File: config.mk
export PLATFORM = sky130hd
export DESIGN_NAME = matrix_mac_multiplier_flat
export DESIGN_NICKNAME = d
export VERILOG_FILES = /design/src/rtl/matrix_mac_multiplier_pkg.sv /design/src/rtl/matrix_mac_multiplier_if.sv /design/src/rtl/matrix_mac_multiplier_btn_edge_detect.sv /design/src/rtl/matrix_mac_multiplier.sv /design/src/flat_wrapper.sv
export SDC_FILE = /design/constraint.sdc
export NUM_CORES = 1
export LEC_CHECK = 0
export ABC_AREA = 1
export CAP_MARGIN = 20
export CORE_AREA = 2 2 166 168
export CTS_CLUSTER_DIAMETER = 50
export DETAILED_ROUTE_END_ITERATION = 8
export DIE_AREA = 0 0 168 170
export HOLD_SLACK_MARGIN = 0.12
export PLACE_DENSITY = 0.83
export SYNTH_ARGS = -nofsm -noshare
export SYNTH_HDL_FRONTEND = slang
export SYNTH_HIERARCHICAL = 1
export SYNTH_SLANG_ARGS = --single-unit
File: constraint.sdc
create_clock -name clk -period 11.6 [get_ports clk]
set_input_delay 2.32 -clock clk [delete_from_list [all_inputs] [get_ports clk]]
set_output_delay 2.32 -clock clk [all_outputs]
set_load 0.02 [all_outputs]
File: src/rtl/matrix_mac_multiplier_pkg.sv
// Shared definitions for the matrix MAC multiplier: phase encodings, the
// state enum built on them, and width helpers for the index, hold-counter
// and accumulator.
package matmul_pkg;

  localparam logic [1:0] PH_LOAD_A  = 2'd0;
  localparam logic [1:0] PH_LOAD_B  = 2'd1;
  localparam logic [1:0] PH_COMPUTE = 2'd2;
  localparam logic [1:0] PH_DISPLAY = 2'd3;

  typedef enum logic [1:0] {
    S_LOAD_A  = PH_LOAD_A,
    S_LOAD_B  = PH_LOAD_B,
    S_COMPUTE = PH_COMPUTE,
    S_DISPLAY = PH_DISPLAY
  } state_t;

  // Element index width: $clog2(N*N), at least one bit.
  function automatic int idx_w(input int n);
    return (n * n > 2) ? $clog2(n * n) : 1;
  endfunction

  // Hold counter width: $clog2(HOLD_CYCLES), at least one bit.
  function automatic int cnt_w(input int hold);
    return (hold > 1) ? $clog2(hold) : 1;
  endfunction

  // Accumulator width: a full sum of N products of two DATA_W operands.
  function automatic int acc_w(input int n, input int data_w);
    return 2 * data_w + $clog2(n);
  endfunction

endpackage

File: src/rtl/matrix_mac_multiplier_if.sv
// Board-side I/O bundle of the matrix multiplier: step button and switches in,
// LEDs, phase and overflow out.
interface matrix_mac_multiplier_if #(
  parameter int DATA_W = 8
);
  logic              btn;
  logic [DATA_W-1:0] switches;
  logic [DATA_W-1:0] leds;
  logic [1:0]        phase;
  logic              ovf;

  modport master (output btn, output switches, input leds, input phase, input ovf);
  modport slave  (input btn, input switches, output leds, output phase, output ovf);
endinterface

File: src/rtl/matrix_mac_multiplier_btn_edge_detect.sv
// Rising-edge detector for the (already synchronised) step button. The
// previous-sample flop resets to 1 so a button held through reset does not
// register as a press when reset is released.
module btn_edge_detect (
  input  logic clk,
  input  logic rst,
  input  logic btn,
  output logic press
);
  logic btn_q;

  // Remember last button level; reset high to swallow a held button.
  always_ff @(posedge clk) begin
    if (rst) btn_q <= 1'b1;
    else     btn_q <= btn;
  end

  assign press = btn & ~btn_q;
endmodule

File: src/rtl/matrix_mac_multiplier.sv
// NxN matrix multiplier driven from switches/button, result shown on LEDs.
// A and B are loaded one element per press, C = A*B is computed with a single
// shared MAC (one multiply-accumulate per cycle), then C is stepped through
// on the LEDs.
// Optional build macro: MATMUL_SAT_EN -- saturate LEDs to all-ones when the
// displayed element overflows DATA_W; otherwise LEDs show the low bits.
//
//   state     | meaning
//   ----------+-----------------------------------------------------------
//   S_LOAD_A  | each press stores switches into A[idx], row-major
//   S_LOAD_B  | each press stores switches into B[idx], row-major
//   S_COMPUTE | one MAC per cycle over r, c, k; N*N*N cycles, presses ignored
//   S_DISPLAY | show C[idx]; advance on hold timeout or press
module matrix_mac_multiplier
  import matmul_pkg::*;
#(
  parameter int N           = 3,
  parameter int DATA_W      = 8,
  parameter int ACC_W       = acc_w(N, DATA_W),
  parameter int HOLD_CYCLES = 100_000_000
) (
  input logic               clk,
  input logic               rst,
  matrix_mac_multiplier_if.slave io
);

  localparam int NN    = N * N;
  localparam int IDX_W = idx_w(N);
  localparam int CNT_W = cnt_w(HOLD_CYCLES);
  localparam int RC_W  = $clog2(N);

  localparam logic [IDX_W-1:0] IDX_LAST = IDX_W'(NN - 1);
  localparam logic [IDX_W-1:0] IDX_ONE  = IDX_W'(1);
  localparam logic [IDX_W-1:0] N_IDX    = IDX_W'(N);
  localparam logic [RC_W-1:0]  RC_LAST  = RC_W'(N - 1);
  localparam logic [RC_W-1:0]  RC_ONE   = RC_W'(1);
  localparam logic [CNT_W-1:0] CNT_LAST = CNT_W'(HOLD_CYCLES - 1);
  localparam logic [CNT_W-1:0] CNT_ONE  = CNT_W'(1);

  logic [DATA_W-1:0] a_mem [NN];
  logic [DATA_W-1:0] b_mem [NN];
  logic [ACC_W-1:0]  c_mem [NN];

  state_t            state_q, state_d;
  logic [IDX_W-1:0]  idx_q, idx_d;
  logic [RC_W-1:0]   r_q, r_d, c_q, c_d, k_q, k_d;
  logic [ACC_W-1:0]  acc_q, acc_d;
  logic [CNT_W-1:0]  cnt_q, cnt_d;
  logic [DATA_W-1:0] leds_q, leds_d;
  logic              ovf_q, ovf_d;

  logic              press;
  logic              a_we, b_we, c_we;
  logic              disp_load;
  logic [IDX_W-1:0]  a_idx, b_idx, c_idx;
  logic [ACC_W-1:0]  mac_sum;
  logic [ACC_W-1:0]  c_sel;
  logic              c_sel_ovf;

  btn_edge_detect u_btn (
    .clk   (clk),
    .rst   (rst),
    .btn   (io.btn),
    .press (press)
  );

  assign a_idx   = IDX_W'(r_q) * N_IDX + IDX_W'(k_q);
  assign b_idx   = IDX_W'(k_q) * N_IDX + IDX_W'(c_q);
  assign c_idx   = IDX_W'(r_q) * N_IDX + IDX_W'(c_q);
  assign mac_sum = acc_q + ACC_W'(a_mem[a_idx]) * ACC_W'(b_mem[b_idx]);

  // Next-state, index/loop counters, MAC accumulator and display register inputs.
  always_comb begin
    state_d   = state_q;
    idx_d     = idx_q;
    r_d       = r_q;
    c_d       = c_q;
    k_d       = k_q;
    acc_d     = acc_q;
    cnt_d     = cnt_q;
    leds_d    = leds_q;
    ovf_d     = ovf_q;
    a_we      = 1'b0;
    b_we      = 1'b0;
    c_we      = 1'b0;
    disp_load = 1'b0;
    c_sel     = '0;
    c_sel_ovf = 1'b0;

    case (state_q)
      S_LOAD_A: begin
        if (press) begin
          a_we = 1'b1;
          if (idx_q == IDX_LAST) begin
            state_d = S_LOAD_B;
            idx_d   = '0;
          end else begin
            idx_d = idx_q + IDX_ONE;
          end
        end
      end
      S_LOAD_B: begin
        if (press) begin
          b_we = 1'b1;
          if (idx_q == IDX_LAST) begin
            state_d = S_COMPUTE;
            idx_d   = '0;
            r_d     = '0;
            c_d     = '0;
            k_d     = '0;
            acc_d   = '0;
          end else begin
            idx_d = idx_q + IDX_ONE;
          end
        end
      end
      S_COMPUTE: begin
        if (k_q == RC_LAST) begin
          c_we  = 1'b1;
          acc_d = '0;
          k_d   = '0;
          if (c_q == RC_LAST) begin
            c_d = '0;
            if (r_q == RC_LAST) begin
              r_d       = '0;
              state_d   = S_DISPLAY;
              idx_d     = '0;
              cnt_d     = '0;
              disp_load = 1'b1;
            end else begin
              r_d = r_q + RC_ONE;
            end
          end else begin
            c_d = c_q + RC_ONE;
          end
        end else begin
          acc_d = mac_sum;
          k_d   = k_q + RC_ONE;
        end
      end
      S_DISPLAY: begin
        if (press || (cnt_q == CNT_LAST)) begin
          cnt_d = '0;
          if (idx_q == IDX_LAST) begin
            state_d = S_LOAD_A;
            idx_d   = '0;
            ovf_d   = 1'b0;
          end else begin
            idx_d     = idx_q + IDX_ONE;
            disp_load = 1'b1;
          end
        end else begin
          cnt_d = cnt_q + CNT_ONE;
        end
      end
      default: state_d = S_LOAD_A;
    endcase

    // C[0] is complete long before the last MAC, so it can be latched on the
    // same edge that enters DISPLAY.
    if (disp_load) begin
      c_sel     = c_mem[idx_d];
      c_sel_ovf = |c_sel[ACC_W-1:DATA_W];
      ovf_d     = c_sel_ovf;
`ifdef MATMUL_SAT_EN
      leds_d    = c_sel_ovf ? '1 : c_sel[DATA_W-1:0];
`else
      leds_d    = c_sel[DATA_W-1:0];
`endif
    end
  end

  // Control and display registers with synchronous reset.
  always_ff @(posedge clk) begin
    if (rst) begin
      state_q <= S_LOAD_A;
      idx_q   <= '0;
      r_q     <= '0;
      c_q     <= '0;
      k_q     <= '0;
      acc_q   <= '0;
      cnt_q   <= '0;
      leds_q  <= '0;
      ovf_q   <= 1'b0;
    end else begin
      state_q <= state_d;
      idx_q   <= idx_d;
      r_q     <= r_d;
      c_q     <= c_d;
      k_q     <= k_d;
      acc_q   <= acc_d;
      cnt_q   <= cnt_d;
      leds_q  <= leds_d;
      ovf_q   <= ovf_d;
    end
  end

  // Matrix storage; not cleared by reset, writes suppressed while in reset.
  always_ff @(posedge clk) begin
    if (a_we && !rst) a_mem[idx_q] <= io.switches;
    if (b_we && !rst) b_mem[idx_q] <= io.switches;
    if (c_we && !rst) c_mem[c_idx] <= mac_sum;
  end

  assign io.leds  = leds_q;
  assign io.phase = state_q;
  assign io.ovf   = ovf_q;

endmodule

File: src/flat_wrapper.sv
// flat-port wrapper written by rule: the top's interface ports become plain ports
module matrix_mac_multiplier_flat import matmul_pkg::*;
#(
  parameter int N           = 3,
  parameter int DATA_W      = 8,
  parameter int ACC_W       = acc_w(N, DATA_W),
  parameter int HOLD_CYCLES = 100_000_000
)
  (clk, rst, io_btn, io_switches, io_leds, io_phase, io_ovf);
  matrix_mac_multiplier_if #(.DATA_W(DATA_W)) io_i ();
  input logic clk;
  input logic rst;
  input wire logic [$bits(io_i.btn)-1:0] io_btn;
  input wire logic [$bits(io_i.switches)-1:0] io_switches;
  output wire logic [$bits(io_i.leds)-1:0] io_leds;
  output wire logic [$bits(io_i.phase)-1:0] io_phase;
  output wire logic [$bits(io_i.ovf)-1:0] io_ovf;
  assign io_i.btn = io_btn;
  assign io_i.switches = io_switches;
  assign io_leds = io_i.leds;
  assign io_phase = io_i.phase;
  assign io_ovf = io_i.ovf;
  matrix_mac_multiplier #(.N(N), .DATA_W(DATA_W), .ACC_W(ACC_W), .HOLD_CYCLES(HOLD_CYCLES)) u_core (.clk(clk), .rst(rst), .io(io_i));
endmodule
==> results.py <==
metrics = {
    "run_status": {
        "outcome": "finished clean",
    },
    "routing": {
        "avgRoutedWirePerCell_um": 19.3,
        "dr.first_iter.drc_count": 1407,
        "drc": 0,
        "wirelength_um": 38900,
        "vias_per_cell": 6.00,
        "drt-pass1-iter-count": 6,
        "dr_total_vias": 12100,
        "ant_nets": 0,
    },
    "worst_setup_path": {
        "arrival_ns": 8.37,
        "crit_path_start_kind": "flop",
        "slowest_delay_ns": 0.87,
        "endpoint": "u_core/c_mem[8][16]",
        "setup.worst_path.class": "reg2reg",
        "critPathSlowestCell": "fa_1",
        "reg2reg_depth": 31,
        "endpoint_kind": "flop",
        "crit_required_ns": 11.83,
        "reg2reg_slack_ns": 3.46,
        "r2r-end": "u_core/c_mem[8][16]",
        "r2r-start": "u_core/r_q[0]",
        "worstPathMaxFanout": 18,
        "cp-startpoint": "u_core/r_q[0]",
    },
    "yosys": {
        "synthCells": 1601,
        "synth-seq-cells": 373,
        "synth-edff-count": 306,
        "async_flop_share": 0,
        "synth_area_um2": 17800,
        "synth_warnings": 6,
        "yosys_most_used_dff": "edfxtp_1",
        "synth_area_per_cell_um2": 11.1,
        "ys_seq_area_frac": 0.590,
        "syn_nets": 1730,
        "synth_cell_type_count": 57,
    },
    "clock_tree": {
        "hold_buffers": 0,
        "clk_latency_ns": 0.54,
        "cts.htree.levels": 2,
        "post_cts_resized": 0,
        "post_cts_buffers": 0,
        "clockBufferDepth": 3,
        "cts_tree": "built",
        "numCtsBuffers": 41,
        "clock_sinks": 373,
        "clkTransAtPathRegs_ns": 0.06,
        "cts-root-buf": "clkbuf_16",
    },
    "grt": {
        "antenna_found_initial": 0,
        "first_global_vias": 12000,
        "grt_max_degree": 70,
        "grt_usage": 0.278,
        "grt_overflow": 0,
        "grt_pass1_wl_um": 61800,
    },
    "layout": {
        "final_common_cell": "edfxtp_1",
        "area_growth_pct": 10.2,
        "layout-drive-gt1-share": 0.0742,
        "nNetsFinal": 1769,
        "final_cell_mix": "edfxtp_1, inv_1, nand2_1, nor2_1, nand3_1",
        "antenna_cells": 0,
    },
    "run": {
        "drv_cap": 0,
    },
    "floorplan": {
        "die_y_um": 170,
        "io_pins": 22,
        "start_util": 0.670,
        "die_area_um2": 28600,
        "rows": 60,
        "coreArea_um2": 26700,
        "die_x_um": 168,
    },
    "min_path": {
        "hp-class": "reg2reg",
        "hold_path_startpoint": "u_core/cnt_q[23]",
    },
    "sta": {
        "relSlewSlack": 0.317,
        "rsz0062_at_grt": "false",
        "max_freq_ghz": 0.123,
        "drv_slew": 0,
        "whs_ns": 0.468,
        "finalCritPeriodShare": 0.701,
        "finClkSkew_ns": 0.0135,
        "hold_viol": 0,
        "period_needed_ns": 8.14,
        "finalSetupViolCount": 0,
        "tightest_slew_ns": 1.02,
        "setup-tns-final_ns": 0,
    },
    "placed_design": {
        "port_buffers": 21,
        "routabilityCongestion": 0.942,
        "hpwlAfterDp_um": 25100,
    },
}
==> kinds of logic after synthesis <==
family | synth area share
AOI/OAI and AO/OA | 0.0804
muxes | 0.00918
DFF | 0.590
adders and majority gates | 0.105
xor gates and xnor gates | 0.00981
buffers and inverters | 0.0679
and+or+nand+nor | 0.137
==> metal layers <==
metal / vias to the layer above / part of all wire / wire length (um) / global-route usage
met1: 5805 / 0.39 / 15200 / 0.360
met4: 0 / 0.034 / 1340 / 0.103
met5: - / 0 / 0 / 0
met2: 606 / 0.49 / 19200 / 0.480
met3: 115 / 0.079 / 3070 / 0.0426
li1: 5556 / - / - / -
==> synth_stat cells, types with 5 or more instances <==
cell type / count / area [um2]
edfxtp_1: 306 / 9190
inv_1: 248 / 931
nand2_1: 191 / 717
nor2_1: 146 / 548
nand3_1: 101 / 505
o21ai_0: 84 / 420
dfxtp_1: 67 / 1340
a21oi_1: 64 / 320
ha_1: 64 / 801
fa_1: 54 / 1080
nor4_1: 22 / 138
or2_1: 22 / 138
clkbuf_1: 21 / 78.8
nor3_1: 18 / 90.1
xor2_1: 18 / 158
mux2i_1: 13 / 130
o211ai_1: 12 / 90.1
o221ai_1: 12 / 105
a31oi_1: 10 / 62.6
and3_1: 9 / 56.3
inv_2: 9 / 33.8
a211oi_1: 8 / 60.1
a21oi_2: 8 / 70.1
a32o_1: 8 / 80.1
buf_6: 8 / 90.1
nand4_1: 6 / 37.5
buf_2: 5 / 25.0
o21a_1: 5 / 37.5
==> registers in the layout, indices dropped and copies added (netlist names) <==
signal,count
u_core/io.leds,8
u_core/k_q,2
u_core/r_q,2
u_core/c_q,2
u_core/idx_q,4
u_core/a_mem,72
u_core/c_mem,162
u_core/io.phase,2
u_core/cnt_q,27
u_core/io.ovf,1
u_core/u_btn/btn_q,1
u_core/b_mem,72
u_core/acc_q,18
==> worst max-delay path: cells and delay by family (launching register included) <==
family	cells	cell delay [ns]
simple gates	10	0.87
fa+ha+maj	7	3.56
xor+xnor	1	0.65
compound gates	4	1.11
flops	1	0.43
buf+inv	9	1.19
==> layout make-up <==
| cell class | count | area [um2] |
|---|---|---|
| Sequential cell | 373 | 10500 |
| Timing Repair Buffer | 37 | 330 |
| Clock buffer | 56 | 1110 |
| Clock inverter | 19 | 181 |
| Tap cell | 341 | 427 |
| Fill cell | 1677 | 6980 |
| Inverter | 259 | 972 |
| Multi-Input combinational cell | 928 | 6120 |
==> worst min path at each step <==
stage | slack [ns] | end | cells after the start
after CTS | 0.47 | u_core/cnt_q[23] | 1
after global routing | 0.49 | u_core/acc_q[16] | 2
after floorplan | 0.43 | u_core/acc_q[16] | 2
after global placement | 0.45 | u_core/acc_q[16] | 2
final | 0.47 | u_core/cnt_q[23] | 1
after detailed placement | 0.46 | u_core/cnt_q[23] | 1
==> per-stage QoR <==
stage | setup WS (ns) | utilization | area (um2) | instances
detailed placement | 3.66 | 0.689 | 18400 | 1937
CTS | 3.55 | 0.738 | 19700 | 2012
floorplan | 5.00 | - | 17800 | 1601
global placement | 4.00 | 0.689 | 18400 | 1937
finish | 3.46 | 0.738 | 19700 | 2013
global route | 2.86 | 0.738 | 19700 | 2013
Power is not shown: default switching activity piles up to over one toggle a cycle in this logic, so the estimate is an artifact.
